`src/rtl/ad9958_init_sequencer.sv`:
```
// ad9958_init_sequencer
// Power-up / reconfiguration sequencer for the AD9958 DDS.
// On an accepted start it pulses MASTER_RESET, waits, serially writes the
// configuration registers (CSR, FR1, ACR per channel) over 3-wire SPI, and
// finishes with an IO_UPDATE pulse followed by a one-cycle done.
//
// Ports:
//   clk_i               system clock
//   rst_i               asynchronous active-high reset
//   start_i             begin sequence (sampled only in IDLE)
//   vco_gain_i          FR1[23]
//   clock_multiplier_i  FR1[22:18]
//   dac_fscale_ch0_i    ACR[9:8] for channel 0
//   dac_fscale_ch1_i    ACR[9:8] for channel 1
//   busy_o              high while the sequence runs
//   done_o              one-cycle pulse at sequence end
//   dds_reset_o         MASTER_RESET, active high
//   spi_cs_n_o          chip select, active low
//   spi_sclk_o          serial clock, idle low
//   spi_sdio_o          serial data, MSB first
//   io_update_o         IO_UPDATE
module ad9958_init_sequencer #(
  parameter int CLK_DIV     = 4,
  parameter int RST_CYCLES  = 8,
  parameter int IOUP_CYCLES = 4
) (
  input  logic       clk_i,
  input  logic       rst_i,
  input  logic       start_i,
  input  logic       vco_gain_i,
  input  logic [4:0] clock_multiplier_i,
  input  logic [1:0] dac_fscale_ch0_i,
  input  logic [1:0] dac_fscale_ch1_i,
  output logic       busy_o,
  output logic       done_o,
  output logic       dds_reset_o,
  output logic       spi_cs_n_o,
  output logic       spi_sclk_o,
  output logic       spi_sdio_o,
  output logic       io_update_o
);

  typedef enum logic [3:0] {
    S_IDLE, S_DDS_RST, S_RST_WAIT, S_CS_SETUP, S_SHIFT_LO,
    S_SHIFT_HI, S_CS_HOLD, S_GAP, S_IOUP, S_DONE
  } state_t;

  localparam logic [2:0]  LAST_STEP = 3'd6;
  localparam logic [15:0] DIV_M1    = 16'(CLK_DIV - 1);
  localparam logic [15:0] RST_M1    = 16'(RST_CYCLES - 1);
  localparam logic [15:0] IOUP_M1   = 16'(IOUP_CYCLES - 1);

  // Left-justified frame (instruction byte + data) for a given step.
  function automatic logic [31:0] frame_word(input logic [2:0] step,
                                             input logic       vco,
                                             input logic [4:0] mult,
                                             input logic [1:0] fs0,
                                             input logic [1:0] fs1);
    logic [31:0] w;
    w = 32'h0000_0000;
    case (step)
      3'd0:    w = {8'h00, 8'hC2, 16'h0000};
      3'd1:    w = {8'h01, vco, mult, 2'b11, 16'h0000};
      3'd2:    w = {8'h00, 8'h42, 16'h0000};
      3'd3:    w = {8'h06, 14'h0000, fs0, 8'h00};
      3'd4:    w = {8'h00, 8'h82, 16'h0000};
      3'd5:    w = {8'h06, 14'h0000, fs1, 8'h00};
      3'd6:    w = {8'h00, 8'hC2, 16'h0000};
      default: w = 32'h0000_0000;
    endcase
    return w;
  endfunction

  // Frame length minus one: FR1/ACR are 32 bits, CSR is 16 bits.
  function automatic logic [5:0] frame_bits_m1(input logic [2:0] step);
    logic [5:0] n;
    case (step)
      3'd1, 3'd3, 3'd5: n = 6'd31;
      default:          n = 6'd15;
    endcase
    return n;
  endfunction

  state_t      state_q, state_d;
  logic [15:0] cnt_q, cnt_d;
  logic [5:0]  bit_q, bit_d;
  logic [2:0]  step_q, step_d;
  logic [31:0] shift_q, shift_d;
  logic        vco_q, vco_d;
  logic [4:0]  mult_q, mult_d;
  logic [1:0]  fs0_q, fs0_d;
  logic [1:0]  fs1_q, fs1_d;
  logic        busy_q, done_q, dds_reset_q, cs_n_q, sclk_q, sdio_q, io_update_q;

  // Next-state logic: every timed state reloads cnt with its length minus one.
  always_comb begin
    state_d = state_q;
    cnt_d   = cnt_q;
    bit_d   = bit_q;
    step_d  = step_q;
    shift_d = shift_q;
    vco_d   = vco_q;
    mult_d  = mult_q;
    fs0_d   = fs0_q;
    fs1_d   = fs1_q;
    case (state_q)
      S_IDLE: begin
        if (start_i) begin
          state_d = S_DDS_RST;
          cnt_d   = RST_M1;
          step_d  = 3'd0;
          vco_d   = vco_gain_i;
          mult_d  = clock_multiplier_i;
          fs0_d   = dac_fscale_ch0_i;
          fs1_d   = dac_fscale_ch1_i;
        end else begin
          state_d = S_IDLE;
        end
      end
      S_DDS_RST: begin
        if (cnt_q == 16'd0) begin
          state_d = S_RST_WAIT;
          cnt_d   = RST_M1;
        end else begin
          cnt_d = cnt_q - 16'd1;
        end
      end
      S_RST_WAIT: begin
        if (cnt_q == 16'd0) begin
          state_d = S_CS_SETUP;
          cnt_d   = DIV_M1;
          shift_d = frame_word(step_q, vco_q, mult_q, fs0_q, fs1_q);
          bit_d   = frame_bits_m1(step_q);
        end else begin
          cnt_d = cnt_q - 16'd1;
        end
      end
      S_CS_SETUP: begin
        if (cnt_q == 16'd0) begin
          state_d = S_SHIFT_LO;
          cnt_d   = DIV_M1;
        end else begin
          cnt_d = cnt_q - 16'd1;
        end
      end
      S_SHIFT_LO: begin
        if (cnt_q == 16'd0) begin
          state_d = S_SHIFT_HI;
          cnt_d   = DIV_M1;
        end else begin
          cnt_d = cnt_q - 16'd1;
        end
      end
      S_SHIFT_HI: begin
        if (cnt_q == 16'd0) begin
          // Shift on leaving the high half so sdio is stable across the rising edge.
          shift_d = {shift_q[30:0], 1'b0};
          cnt_d   = DIV_M1;
          if (bit_q == 6'd0) begin
            state_d = S_CS_HOLD;
          end else begin
            bit_d   = bit_q - 6'd1;
            state_d = S_SHIFT_LO;
          end
        end else begin
          cnt_d = cnt_q - 16'd1;
        end
      end
      S_CS_HOLD: begin
        if (cnt_q == 16'd0) begin
          state_d = S_GAP;
          cnt_d   = DIV_M1;
        end else begin
          cnt_d = cnt_q - 16'd1;
        end
      end
      S_GAP: begin
        if (cnt_q == 16'd0) begin
          if (step_q == LAST_STEP) begin
            state_d = S_IOUP;
            cnt_d   = IOUP_M1;
          end else begin
            state_d = S_CS_SETUP;
            cnt_d   = DIV_M1;
            step_d  = step_q + 3'd1;
            shift_d = frame_word(step_q + 3'd1, vco_q, mult_q, fs0_q, fs1_q);
            bit_d   = frame_bits_m1(step_q + 3'd1);
          end
        end else begin
          cnt_d = cnt_q - 16'd1;
        end
      end
      S_IOUP: begin
        if (cnt_q == 16'd0) begin
          state_d = S_DONE;
        end else begin
          cnt_d = cnt_q - 16'd1;
        end
      end
      S_DONE: begin
        state_d = S_IDLE;
        step_d  = 3'd0;
      end
      default: begin
        state_d = S_IDLE;
        step_d  = 3'd0;
      end
    endcase
  end

  // State, datapath and registered outputs (outputs decode the next state so they align with it).
  always_ff @(posedge clk_i or posedge rst_i) begin
    if (rst_i) begin
      state_q     <= S_IDLE;
      cnt_q       <= 16'd0;
      bit_q       <= 6'd0;
      step_q      <= 3'd0;
      shift_q     <= 32'h0000_0000;
      vco_q       <= 1'b0;
      mult_q      <= 5'd0;
      fs0_q       <= 2'b00;
      fs1_q       <= 2'b00;
      busy_q      <= 1'b0;
      done_q      <= 1'b0;
      dds_reset_q <= 1'b0;
      cs_n_q      <= 1'b1;
      sclk_q      <= 1'b0;
      sdio_q      <= 1'b0;
      io_update_q <= 1'b0;
    end else begin
      state_q     <= state_d;
      cnt_q       <= cnt_d;
      bit_q       <= bit_d;
      step_q      <= step_d;
      shift_q     <= shift_d;
      vco_q       <= vco_d;
      mult_q      <= mult_d;
      fs0_q       <= fs0_d;
      fs1_q       <= fs1_d;
      busy_q      <= (state_d != S_IDLE) && (state_d != S_DONE);
      done_q      <= (state_d == S_DONE);
      dds_reset_q <= (state_d == S_DDS_RST);
      cs_n_q      <= !((state_d == S_CS_SETUP) || (state_d == S_SHIFT_LO) ||
                       (state_d == S_SHIFT_HI) || (state_d == S_CS_HOLD));
      sclk_q      <= (state_d == S_SHIFT_HI);
      sdio_q      <= shift_d[31];
      io_update_q <= (state_d == S_IOUP);
    end
  end

  assign busy_o      = busy_q;
  assign done_o      = done_q;
  assign dds_reset_o = dds_reset_q;
  assign spi_cs_n_o  = cs_n_q;
  assign spi_sclk_o  = sclk_q;
  assign spi_sdio_o  = sdio_q;
  assign io_update_o = io_update_q;

endmodule

```
`config.mk`:
```
export PLATFORM = sky130hd
export DESIGN_NAME = ad9958_init_sequencer
export DESIGN_NICKNAME = d
export VERILOG_FILES = /design/src/rtl/ad9958_init_sequencer.sv
export SDC_FILE = /design/constraint.sdc
export NUM_CORES = 1
export LEC_CHECK = 0
export CAP_MARGIN = 20
export CORE_MARGIN = 2
export CORE_UTILIZATION = 57
export CTS_CLUSTER_DIAMETER = 120
export CTS_CLUSTER_SIZE = 14
export DETAILED_ROUTE_END_ITERATION = 7
export PLACE_DENSITY_LB_ADDON = 0.15
export RECOVER_POWER = 50
export SLEW_MARGIN = 10
export SYNTH_ARGS = -nofsm -noshare
export SYNTH_HDL_FRONTEND = slang
export SYNTH_SLANG_ARGS = --single-unit
```
`constraint.sdc`:
```
create_clock -name clk_i -period 5.5 [get_ports clk_i]
set_clock_uncertainty 0.15 [all_clocks]
set_input_delay 1.375 -clock clk_i [delete_from_list [all_inputs] [get_ports clk_i]]
set_output_delay 1.375 -clock clk_i [all_outputs]
set_load 0.01 [all_outputs]
```
==> results.md <==
* Status: finished, final reports clean
* DR vias/cell at 6.086
* Clock latency on the worst-skew pair at 0.35 ns
* First-pass GRT wire length at 13.46 mm
* Synth Register Bits at 69
* Longest Clk Path Bufs at 2
* Drt pass-1 iters at 5
* Syn Area/Cell at 9.191 sq um
* WP data arrival at 3.76 ns
* Max Freq at 272.4 MHz
* Total GRT Usage at 23.04%
* Power per cell area at approximately 420 nW/um^2
* Initial DRC count at 203
* Synth cell types at 54
* Cells after synthesis at 411
* Hold Fails Final Rpt at 0
* Die X at 85.41 um
* Minimum clock period after layout at 3.671 ns
* Level count of the clock H-tree at 3
* Fin crit share at 66.75%
* Synth top area cells: dfrtp_1, nand2_1, a21oi_1
* Post-CTS sizing at 0
* Die area at around 7300 sq um
* Grt ovf at 0
* Core area at 6386 sq um
* Worst Max-Slew Pin Slew at 1.433 ns
* Critical Path RT at around 5.6 ns
* Critical Path Start Type: flop
* Prevailing post-synth register cell: dfrtp_1
* GPL Wtd Cong at about 0.92
* Largest net degree at the start of global routing at 37
* Top Ports at 20
* Wirelength, routed at approximately 7.5 mm
* Rows at 29
* Vias in the first global route at roughly 2900
* RSZ-0062 raised after global routing: false
* WP buf/inv at 0
* Initial core utilization at 59.15%
* # diodes at 0
* Postcts setup bufs at 0
* Fin Setup TNS at 0 ns
* Maximum VDD drop at 248.6 uV
* Critical path type: reg -> reg
* Reg clk slew, reported paths at 0.08 ns
* Via Count at 3049
* Initial antenna violation count at 0
* Mapped Area at about 3800 sq um
* Max incr delay on CP at 1.23 ns
* Fraction of registers with async set/reset at 100.0%
* Setup violations, final at 0
* Post-synth EDFFs at 0
* Fin nets at 442
* Leading area contributor after synthesis: dfrtp_1
* Hold WC Path Type: reg -> reg
* CTS Sinks at 69
* CTS tree: yes
* Relative slew slack at 3.118%
* Fillers at ~530
* Largest delay share family, worst path: simple AND/OR/NAND/NOR gates
* HPWL after DPL at 5.119 mm
* Most frequent cells in the layout: dfrtp_1, nand2_1, a21oi_1
* Area delta synth->final at 10.33%
* Pleak at 1.787 nW
* Per-cell routed wire length at 15.06 um
* Hold-fix buffers, CTS at 0
* Ys Warns at 0
* Critical Path End Type: flop
* Cts bufs inserted at 9
* Port-buffer cells at 19
* Util after Layout at 65.26%
* DRC Markers at 0
* Max Cap Violations at 0
* Most common cell after layout, fill and taps aside: dfrtp_1
* Post-Syn Nets at 434
* Root Buffer: clkbuf_8
* Vert. Die Dim at 85.41 um
* CP max-delay cell: nor4b_1
* Register area share after synthesis at between 40% and 50%
* Antenna-violating nets left at 0
* Yosys top cell area share at 45.05%
* Crit-path cells: or4_1 > nor4b_1 > nand3_1 > a21oi_1 > mux2_2
* Crit path max fanout at 9
* Max-slew violation count at 0
* Share of post-route cells with drive strength above 1 at about a tenth
synth_stat cells, drive strengths merged, types with 5 or more instances:
cell / number
dfrtp: 68
nand2: 60
a21oi: 34
nor2: 28
nand3: 21
nor3: 21
o21ai: 20
clkbuf: 17
inv: 13
mux2: 13
nor2b: 11
ha: 10
xnor2: 10
buf: 8
or3: 7
o31ai: 6
xor2: 6
a32oi: 5
cell type report:
| type | instances | area (sq um) | area share [%] |
|---|---|---|---|
| clock buffer | 9 | 123.9 | 2.972 |
| multi-input combinational | 304 | 1877 | 45.03 |
| sequential | 69 | 1728 | 41.46 |
| tap | 77 | 96.34 | 2.312 |
| timing repair buffer | 22 | 212.7 | 5.104 |
| inverter | 13 | 48.80 | 1.171 |
| clock inverter | 7 | 81.33 | 1.951 |
layer usage:
metal	wire length, um	track usage, %
met1	3617	33.70
met4	144	10.25
met2	3489	34.16
met5	0	0
met3	294	3.405
sequential cells by signal, summed over array words and instances, names as in the netlist, 2 cells and up:
name / flops
bit_q: 6
cnt_q: 16
fs0_q: 2
fs1_q: 2
mult_q: 5
shift_q: 24
state_q: 4
step_q: 3
worst paths after layout:
kind                             startpoint  cells past startpoint           to  slack (ns)
worst max-delay path               cnt_q[6]                      5    step_q[2]        1.83
worst min-delay path            shift_q[29]                      2  shift_q[29]        0.32
worst max register to register     cnt_q[6]                      5    step_q[2]        1.83
worst min register to register  shift_q[29]                      2  shift_q[29]        0.32
max in group asynchronous             rst_i                      3    mult_q[1]        2.42
min in group asynchronous             rst_i                      2  shift_q[31]        1.67
worst reg2reg max path: stages (launching register included):
cell     delay (ns)
dfrtp_1        0.43
or4_1          0.64
nor4b_1        1.23
nand3_1        0.26
a21oi_1        0.47
mux2_2         0.39
power breakdown:
group	total [mW]	internal (mW)	switching [mW]
logic	0.561	0.257	0.304
clock network	0.429	0.216	0.213
registers	0.772	0.632	0.140
total	1.76	1.10	0.657
stage by stage:
step                      cells  area (sq um)  worst slack, ns  hold slack, ns  power, mW
after floorplan             411          3777            2.237          0.2873      1.212
after global routing        501          4168            1.531          0.3595      1.898
after detailed placement    484          3961            1.854          0.3070      1.338
after global placement      484          3961            1.891          0.2985      1.317
final                       501          4168            1.829          0.3233      1.762
after CTS                   500          4167            2.215          0.3261      1.774
kinds of logic after synthesis:
kind of cell	Yosys count	share of synthesized area (%)
xor gates and xnor gates	16	3.710
and+or+nand+nor	176	23.55
DFF	69	45.74
adders and majority gates	10	3.312
muxes	15	4.405
AOI/OAI and AO/OA	87	14.87
buffers and inverters	38	4.405
No activity file was read; power rests on OpenSTA's default activity.
